`src/rtl/d5m_frame_receiver_pkg.sv`:
```
// Shared types and constants for the D5M frame receiver: FSM states, error bit
// positions, default frame geometry and the bench-side rgb_channel output view.
package d5m_frame_receiver_pkg;

  localparam int D5M_RX_IMG_WIDTH  = 100;
  localparam int D5M_RX_IMG_HEIGHT = 5;

  localparam int ERR_W        = 3;
  localparam int ERR_GEOM_BIT = 0;
  localparam int ERR_LVAL_BIT = 1;
  localparam int ERR_OVF_BIT  = 2;

  typedef enum logic [1:0] {
    ST_SYNC,
    ST_IDLE,
    ST_FRAME,
    ST_LINE
  } rx_state_e;

  typedef struct packed {
    logic        valid;
    logic        lvalid;
    logic        fvalid;
    logic        eof;
    logic        sof;
    logic [23:0] rgb;
    logic [11:0] x;
    logic [11:0] y;
  } rgb_channel_t;

endpackage

```
`src/rtl/d5m_rx_geom_check.sv`:
```
// Column/row counters with saturation, line/frame geometry compare and the
// sticky error register of the D5M receiver.
module d5m_rx_geom_check
  import d5m_frame_receiver_pkg::*;
#(
  parameter int IMG_WIDTH   = D5M_RX_IMG_WIDTH,
  parameter int IMG_HEIGHT  = D5M_RX_IMG_HEIGHT,
  parameter int COORD_WIDTH = 12
) (
  input  logic                   clk,
  input  logic                   rst,
  input  logic                   frame_start_i,
  input  logic                   line_start_i,
  input  logic                   pix_i,
  input  logic                   line_end_i,
  input  logic                   frame_end_i,
  input  logic                   lval_err_i,
  input  logic                   err_clr_i,
  output logic [COORD_WIDTH-1:0] pix_x_o,
  output logic [COORD_WIDTH-1:0] pix_y_o,
  output logic [ERR_W-1:0]       err_o
);

  localparam logic [COORD_WIDTH-1:0] COORD_MAX = '1;
  localparam logic [COORD_WIDTH-1:0] WIDTH_C   = COORD_WIDTH'(IMG_WIDTH);
  localparam logic [COORD_WIDTH-1:0] HEIGHT_C  = COORD_WIDTH'(IMG_HEIGHT);

  logic [COORD_WIDTH-1:0] col_q, col_d;
  logic [COORD_WIDTH-1:0] row_q, row_d;
  logic [COORD_WIDTH-1:0] lines;
  logic [ERR_W-1:0]       err_q, err_d, new_err;

  function automatic logic [COORD_WIDTH-1:0] sat_inc(input logic [COORD_WIDTH-1:0] v);
    return (v == COORD_MAX) ? v : v + COORD_WIDTH'(1);
  endfunction

  // col_q = pixels already seen in the current line, row_q = lines completed.
  always_comb begin
    pix_x_o = line_start_i ? '0 : col_q;
    pix_y_o = frame_start_i ? '0 : row_q;
    lines   = line_end_i ? sat_inc(row_q) : row_q;
    col_d   = col_q;
    row_d   = row_q;
    new_err = '0;
    if (frame_start_i) row_d = '0;
    if (pix_i) begin
      col_d = sat_inc(pix_x_o);
      if (pix_x_o == COORD_MAX || pix_y_o == COORD_MAX) new_err[ERR_OVF_BIT] = 1'b1;
    end
    if (line_end_i) begin
      row_d = sat_inc(row_q);
      if (col_q != WIDTH_C) new_err[ERR_GEOM_BIT] = 1'b1;
    end
    // A line ending together with the frame is already included in lines.
    if (frame_end_i && lines != HEIGHT_C) new_err[ERR_GEOM_BIT] = 1'b1;
    if (lval_err_i) new_err[ERR_LVAL_BIT] = 1'b1;
    err_d = (err_clr_i ? '0 : err_q) | new_err;
  end

  always_ff @(posedge clk) begin
    if (rst) begin
      col_q <= '0;
      row_q <= '0;
      err_q <= '0;
    end else begin
      col_q <= col_d;
      row_q <= row_d;
      err_q <= err_d;
    end
  end

  assign err_o = err_q;

endmodule

```
`src/rtl/d5m_frame_receiver.sv`:
```
// D5M camera receiver: frame-locks to fval/lval and emits a registered pixel
// stream with coordinates. Optional grey Bayer packing via D5M_RX_BAYER_PACK_EN.
module d5m_frame_receiver
  import d5m_frame_receiver_pkg::*;
#(
  parameter int DATA_WIDTH  = 24,
  parameter int IMG_WIDTH   = D5M_RX_IMG_WIDTH,
  parameter int IMG_HEIGHT  = D5M_RX_IMG_HEIGHT,
  parameter int COORD_WIDTH = 12
) (
  input  logic                   clk,
  input  logic                   rst,
  input  logic                   iFval,
  input  logic                   iLval,
  input  logic [DATA_WIDTH-1:0]  iData,
  output logic                   oValid,
  output logic                   oLvalid,
  output logic                   oFvalid,
  output logic                   oSof,
  output logic                   oEof,
  output logic [DATA_WIDTH-1:0]  oRgb,
  output logic [COORD_WIDTH-1:0] oX,
  output logic [COORD_WIDTH-1:0] oY,
  output logic [15:0]            oFrameCnt,
  output logic [ERR_W-1:0]       oErr,
  input  logic                   iErrClr
);

  rx_state_e state_q, state_d;

  logic                   in_frame, pix, lval_err;
  logic                   frame_start, line_start, line_end, frame_end;
  logic [COORD_WIDTH-1:0] pix_x, pix_y;
  logic [DATA_WIDTH-1:0]  rgb_in;

  logic                   valid_q, lvalid_q, fvalid_q, sof_q, eof_q;
  logic [DATA_WIDTH-1:0]  rgb_q;
  logic [COORD_WIDTH-1:0] x_q, y_q;
  logic [15:0]            frame_cnt_q;

`ifdef D5M_RX_BAYER_PACK_EN
  assign rgb_in = DATA_WIDTH'({3{iData[11:4]}});
`else
  assign rgb_in = iData;
`endif

  // States encode the previous fval/lval levels, so edges reduce to levels here.
  always_comb begin
    in_frame    = (state_q != ST_SYNC) && iFval;
    pix         = in_frame && iLval;
    lval_err    = iLval && !iFval && (state_q == ST_SYNC || state_q == ST_IDLE);
    frame_start = (state_q == ST_IDLE) && iFval;
    line_start  = pix && (state_q != ST_LINE);
    line_end    = (state_q == ST_LINE) && !(iLval && iFval);
    frame_end   = (state_q == ST_FRAME || state_q == ST_LINE) && !iFval;
    state_d     = state_q;
    case (state_q)
      ST_SYNC:  if (!iFval) state_d = ST_IDLE;
      ST_IDLE:  if (iFval) state_d = iLval ? ST_LINE : ST_FRAME;
      ST_FRAME: begin
        if (!iFval)     state_d = ST_IDLE;
        else if (iLval) state_d = ST_LINE;
      end
      ST_LINE: begin
        if (!iFval)      state_d = ST_IDLE;
        else if (!iLval) state_d = ST_FRAME;
      end
      default: state_d = ST_SYNC;
    endcase
  end

  d5m_rx_geom_check #(
    .IMG_WIDTH  (IMG_WIDTH),
    .IMG_HEIGHT (IMG_HEIGHT),
    .COORD_WIDTH(COORD_WIDTH)
  ) u_geom (
    .clk          (clk),
    .rst          (rst),
    .frame_start_i(frame_start),
    .line_start_i (line_start),
    .pix_i        (pix),
    .line_end_i   (line_end),
    .frame_end_i  (frame_end),
    .lval_err_i   (lval_err),
    .err_clr_i    (iErrClr),
    .pix_x_o      (pix_x),
    .pix_y_o      (pix_y),
    .err_o        (oErr)
  );

  always_ff @(posedge clk) begin
    if (rst) begin
      state_q     <= ST_SYNC;
      valid_q     <= 1'b0;
      lvalid_q    <= 1'b0;
      fvalid_q    <= 1'b0;
      sof_q       <= 1'b0;
      eof_q       <= 1'b0;
      rgb_q       <= '0;
      x_q         <= '0;
      y_q         <= '0;
      frame_cnt_q <= '0;
    end else begin
      state_q  <= state_d;
      valid_q  <= pix;
      lvalid_q <= pix;
      fvalid_q <= in_frame;
      sof_q    <= pix && (pix_x == '0) && (pix_y == '0);
      eof_q    <= frame_end;
      if (pix) begin
        rgb_q <= rgb_in;
        x_q   <= pix_x;
        y_q   <= pix_y;
      end
      if (frame_end) frame_cnt_q <= frame_cnt_q + 16'd1;
    end
  end

  assign oValid    = valid_q;
  assign oLvalid   = lvalid_q;
  assign oFvalid   = fvalid_q;
  assign oSof      = sof_q;
  assign oEof      = eof_q;
  assign oRgb      = rgb_q;
  assign oX        = x_q;
  assign oY        = y_q;
  assign oFrameCnt = frame_cnt_q;

endmodule
```
`config.mk`:
```
export PLATFORM = sky130hd
export DESIGN_NAME = d5m_frame_receiver
export DESIGN_NICKNAME = d
export VERILOG_FILES = /design/src/rtl/d5m_frame_receiver_pkg.sv /design/src/rtl/d5m_rx_geom_check.sv /design/src/rtl/d5m_frame_receiver.sv
export SDC_FILE = /design/constraint.sdc
export NUM_CORES = 1
export LEC_CHECK = 0
export BUFFER_PORTS_ARGS = -buffer_cell sky130_fd_sc_hd__buf_4
export CORE_AREA = 2 2 122 124
export CTS_BUF_LIST = sky130_fd_sc_hd__clkbuf_4 sky130_fd_sc_hd__clkbuf_8
export CTS_CLUSTER_DIAMETER = 100
export CTS_CLUSTER_SIZE = 25
export DETAILED_ROUTE_END_ITERATION = 10
export DIE_AREA = 0 0 124 126
export PLACE_DENSITY = 0.57
export SLEW_MARGIN = 5
export SYNTH_ARGS = -nofsm -noshare
export SYNTH_HDL_FRONTEND = slang
export SYNTH_SLANG_ARGS = --single-unit
```
`constraint.sdc`:
```
create_clock -name clk -period 3.3 [get_ports clk]
set_clock_uncertainty 0.15 [all_clocks]
set_input_delay 0.165 -clock clk [delete_from_list [all_inputs] [get_ports clk]]
set_output_delay 0.165 -clock clk [all_outputs]
set_load 0.05 [all_outputs]
```
==> qor.yml, run 1 <==
cts_sinks: 97
critPathTopFamily: "simple AND/OR/NAND/NOR gates"
grt_first_pass_wirelength_mm: 19.33
clk_pin_slew_ns: 0.09
area_delta_synth_final_pct: 31.69
yosys_warnings: 0
cp_slowest_cell: "or4_1"
worst_pin_slew_ns: 0.7554
cts_tree: "yes"
power.leakage_uw: 0.002214
via_per_inst: 5.022
crit_arrival_ns: 3.05
grt_overflow_total: 0
pre_cts_slack_ns: 0.4554
cts_setup_buffers: 0
dr_total_vias: 4058
ant_nets: 0
ys_seq_area_share_pct: 46.18
wire_per_inst_um: 14.61
maxCapViolations: 0
ios: 101
clk_latency_ns: 0.38
initial_core_util_pct: 29.38
p_switching_uw: 572.8
synth_enable_flop_cells: 0
status: "finished clean"
port-buffer-count: 100
gp_congestion: 0.8761
required_ns: 3.46
dr.pass1.iters: 5
fin_ws_ns: 0.4137
path_cells: "xnor2_1, or2_2, nand2_1, inv_1, ha_1, and3_1, nand4_1, o21ai_2, or4_1, a21oi_1"
antenna_found_initial: 0
synth_nets: 551
htreeDepth: 3
cts_resized: 0
drt_first_iter_violations: 320
slew_viol_final: 0
regArea_um2: 1942
synthCells: 518
period_needed_ns: 2.886
grt_pass1_vias: 3839
endpoint_kind: "register"
hp-class: "primary input to register"
avgSynthCellArea_um2: 8.118
synth.top_cell.area_share_pct: 46.18
critical_path_class: "register to register"
synthArstFlopShare_pct: 0
final_net_count: 652
fillers: 1450
p_seq_share_pct: 52.3
start_kind: "register"
slew_headroom_pct: 49.45
critical_path_buf_inv_count: 1
synthDistinctLibCells: 48
cell_internal_pwr_uw: 1712
min_period_over_period_pct: 87.46
core_area_um2: 14310
setup_viol: 0
ys.flop_type: "dfxtp_1"
rsz0062_at_grt: "false"
die_area_um2: 15620
drive_gt1_share_pct: 20.03
fin_setup_tns_ns: 0
combinationalPowerShare_pct: 8.8
ys_ff_latch: 97
drc: 0
swShare_pct: 25.07
max-clock-path-buffers: 2
synth_top_area_cell: "dfxtp_1"
dp_hpwl_mm: 7.856
cts_buffers: 9
max_freq_mhz: 346.5
syn_area_um2: 4205
synth_area_leaders: "dfxtp_1 46%, nand2_1 8.2%, a21oi_1 5.8%"
cts-hold-fix-buffers: 27
clkPwrFrac_pct: 38.9
cts-root-buf: "clkbuf_8"
die_h_um: 126
wirelength_mm: 11.81
antenna_cells: 0
peakVddDrop_mv: 0.3012
worstPathMaxFanout: 9
multiInputGateArea_um2: 2064
critPathMaxStageDelay_ns: 0.51
timing.final.hold_violations: 0
grt_max_degree: 52
rows: 44
die_x_um: 124
p_per_area_nw_per_um2: 412.6
grt_util_all_layers_pct: 15.61
[flip-flops by register name, indices dropped and copies added, names as in the netlist]
signal,count
oEof,1
oX,12
u_geom.col_q,12
oSof,1
oRgb,24
oFrameCnt,16
state_q,2
oY,12
oLvalid,1
oFvalid,1
u_geom.err_o,3
u_geom.row_q,12
[power groups by stage]
stage | clock network (uW) | logic, uW | registers [uW]
floorplan | 0 | 71.1 | 1260
global placement | 0 | 171 | 1220
detailed placement | 0 | 174 | 1220
CTS | 927 | 200 | 1200
global route | 965 | 216 | 1200
finish | 890 | 200 | 1190
[routing by layer]
metal / track usage, % / wire [um]
met2: 23.53 / 5211
met5: 0 / 0
met3: 6.159 / 1169
met4: 5.288 / 183
met1: 20.29 / 5242
[layout by cell type, fill, tap and decap left out, types with 4 or more instances in the layout]
cell type,instances
buf_4,105
dfxtp_1,97
nand2_1,92
nor2_1,58
a21oi_1,49
nand3_1,28
dlygate4sd3_1,27
xor2_1,16
a22oi_1,14
and3_1,12
nand4_1,10
o21ai_0,10
clkbuf_8,10
a31oi_1,9
a211oi_1,9
xnor2_1,6
and4_1,6
inv_1,4
or4_1,4
mux2i_1,4
nor4_1,4
ha_1,4
[stage by stage]
stage	total power [uW]	cell area (um^2)	instances	hold slack (ns)	util (%)
finish	2285	5538	808	0.04981	38.69
global route	2378	5538	808	0.05515	38.69
CTS	2322	5538	808	0.03417	38.69
detailed placement	1396	5040	765	0.2730	35.21
global placement	1392	5040	765	0.2612	35.21
floorplan	1331	4205	518	0.1510	-
[worst paths after layout]
kind,start,to,slack (ns),depth (start not counted)
worst max-delay path,state_q[0],u_geom.col_q[6],0.41,10
worst min-delay path,iErrClr,u_geom.err_o[2],0.05,3
worst max register to register,state_q[0],u_geom.col_q[6],0.41,10
worst min register to register,oRgb[21],oRgb[21],0.31,2
[cell families after synthesis]
kind of cell,count (synthesis),share of synthesized area [%]
multiplexers,4,0.9521
adder cells (fa/ha/maj),4,1.190
AND/OR/NAND/NOR,232,25.32
XOR/XNOR,22,4.582
buffers and inverters,46,4.730
flip-flops,97,46.18
AO/OA/AOI/OAI,113,17.05
[cells in the mapped netlist, drive strengths merged (3+ instances only)]
| cell type | instances |
|---|---|
| buf | 12 |
| o211ai | 3 |
| or4 | 4 |
| and4 | 6 |
| xnor2 | 6 |
| and3 | 12 |
| o21ai | 11 |
| nand3 | 28 |
| inv | 4 |
| o211a | 3 |
| a31oi | 9 |
| clkbuf | 30 |
| ha | 4 |
| a22oi | 14 |
| nand2 | 92 |
| nor3 | 3 |
| dfxtp | 97 |
| nand4 | 10 |
| or3 | 3 |
| o31ai | 3 |
| xor2 | 16 |
| nor2 | 58 |
| a211oi | 9 |
| and2 | 3 |
| nor4 | 4 |
| a21oi | 49 |
| mux2i | 4 |
[layout make-up]
cell class,count,area share [%]
flip-flops and latches,97,35.07
multi-input cells,375,37.28
inverters,4,0.2711
repair buffers,132,19.11
well taps,184,4.157
clock inverters,6,1.627
clock buffers,10,2.485
[tightest hold or removal path, stage by stage]
cell    delay, ns
buf_4        0.07
inv_1        0.07
a32o_1       0.22
Power figures use the tool's default switching activity.
==> run 2, diff against run 1 <==
CORE_AREA = 2 2 91 93   (was 2 2 122 124)
DIE_AREA = 0 0 93 95   (was 0 0 124 126)
PLACE_DENSITY = 0.88   (was 0.57)
clock period = 2.85 ns   (was 3.3 ns; I/O delays follow)
==> qor.yml, run 2 (synthesized netlist as in run 1, its figures left out) <==
status: "finished clean"
worst_pin_slew_ns: 0.8310
fin_cells: 732
endpoint_kind: "register"
core_area_um2: 7928
min_from: "iErrClr"
port-buffer-count: 100
dr.pass1.iters: 5
start_kind: "primary input"
cell_internal_pwr_uw: 1989
hp-class: "primary input to register"
dr_total_vias: 4190
drive_gt1_share_pct: 20.41
wirelength_mm: 11.25
rows: 33
peakVddDrop_mv: 0.3029
die_h_um: 95
crit_arrival_ns: 2.75
ant_nets: 0
top_layer: "met4"
slew_headroom_pct: 44.40
startpoint: "iFval"
rsz0062_at_grt: "false"
p_seq_share_pct: 53.2
grt_max_degree: 52
final_net_count: 655
r2r-start: "state_q[0]"
antenna_cells: 0
fin_setup_tns_ns: 0
cts_tree: "yes"
timing.final.hold_violations: 0
die_x_um: 93
max_freq_mhz: 382.4
gp_congestion: 0.9456
drt_first_iter_violations: 239
min_period_over_period_pct: 91.76
clk_pin_slew_ns: 0.10
max-clock-path-buffers: 2
post_dp_cell_area_um2: 4964
grt_overflow_total: 0
fillers: 635
cts_setup_buffers: 0
final_cell_mix: "108 x buf_4, 97 x dfxtp_1, 92 x nand2_1"
grt_first_pass_wirelength_mm: 18.95
htreeDepth: 3
swShare_pct: 23.57
cts_sinks: 97
p_switching_uw: 613.5
layout_commonest_cell: "buf_4"
dp_hpwl_mm: 7.242
drc: 0
grt_pass1_vias: 4121
wl_met1_mm: 4.531
cts_buffers: 9
cts-root-buf: "clkbuf_8"
power.leakage_uw: 0.002230
slew_viol_final: 0
ios: 101
clkPwrFrac_pct: 37.9
largest_register_ffs: 24
required_ns: 2.99
dp_cells: 689
clk_latency_ns: 0.36
initial_core_util_pct: 53.05
wl_met3_um: 740
area_delta_synth_final_pct: 29.78
maxCapViolations: 0
wire_per_inst_um: 15.36
whs_ns: 0.01291
die_area_um2: 8835
combinationalPowerShare_pct: 8.9
period_needed_ns: 2.615
p_per_area_nw_per_um2: 476.9
setup_viol: 0
via_per_inst: 5.724
critical_path_class: "primary input to register"
wl_met2_mm: 5.506
worstPathMaxFanout: 10
final_cell_area_um2: 5458
grt_util_all_layers_pct: 26.44
antenna_found_initial: 0
## run 2: path summary, 6_finish.rpt
| check | end | slack, ns | depth (start not counted) |
|---|---|---|---|
| max | u_geom.col_q[6] | 0.23 | 12 |
| min | u_geom.err_o[2] | 0.01 | 3 |
| max reg2reg | u_geom.col_q[6] | 0.24 | 10 |
| min reg2reg | oRgb[8] | 0.31 | 2 |
## run 2: layout make-up
type / count / area [um^2] / share of cell area, %
multi-input cells: 375 / 2064 / 37.83
clock buffers: 12 / 146.4 / 2.682
well taps: 105 / 131.4 / 2.407
flip-flops and latches: 97 / 1942 / 35.58
clock inverters: 4 / 77.57 / 1.421
repair buffers: 135 / 1081 / 19.81
inverters: 4 / 15.01 / 0.2751
## run 2: power groups by stage
stage,Clock (uW),Combinational [uW],Sequential [uW]
2_1_floorplan,0,82.3,1460
3_3_place_gp,0,196,1410
3_5_place_dp,0,198,1410
4_1_cts,1000,229,1380
5_1_grt,1060,250,1390
6_report,986,233,1380
## run 2: routing by layer
metal	up-vias	track usage, %
met2	185	44.99
li1	2017	-
met4	0	14.58
met3	46	4.948
met1	1942	31.59
met5	-	0
## run 2: what timing repair did
action,in CTS,in global routing
resized for setup,0,0
endpoints found under the hold margin,28,0
hold buffers,27,0
## run 2: metrics by stage
stage | total power, uW | util, % | worst slack [ns]
floorplan | 1541 | - | 0.1105
global placement | 1610 | 62.61 | 0.3387
detailed placement | 1613 | 62.61 | 0.2642
CTS | 2612 | 68.84 | 0.2527
global route | 2695 | 68.84 | 0.05843
finish | 2603 | 68.84 | 0.2347
## run 2: worst max-delay path, cell delays in order
cell and delay [ns]:
dlygate4sd3_1 0.55, buf_4 0.16, nand2_1 0.10, or2_2 0.37, nand2_1 0.15, inv_1 0.06, ha_1 0.18, and3_1 0.17
nand4_1 0.12, o21ai_2 0.11, or4_1 0.50, a21oi_1 0.14
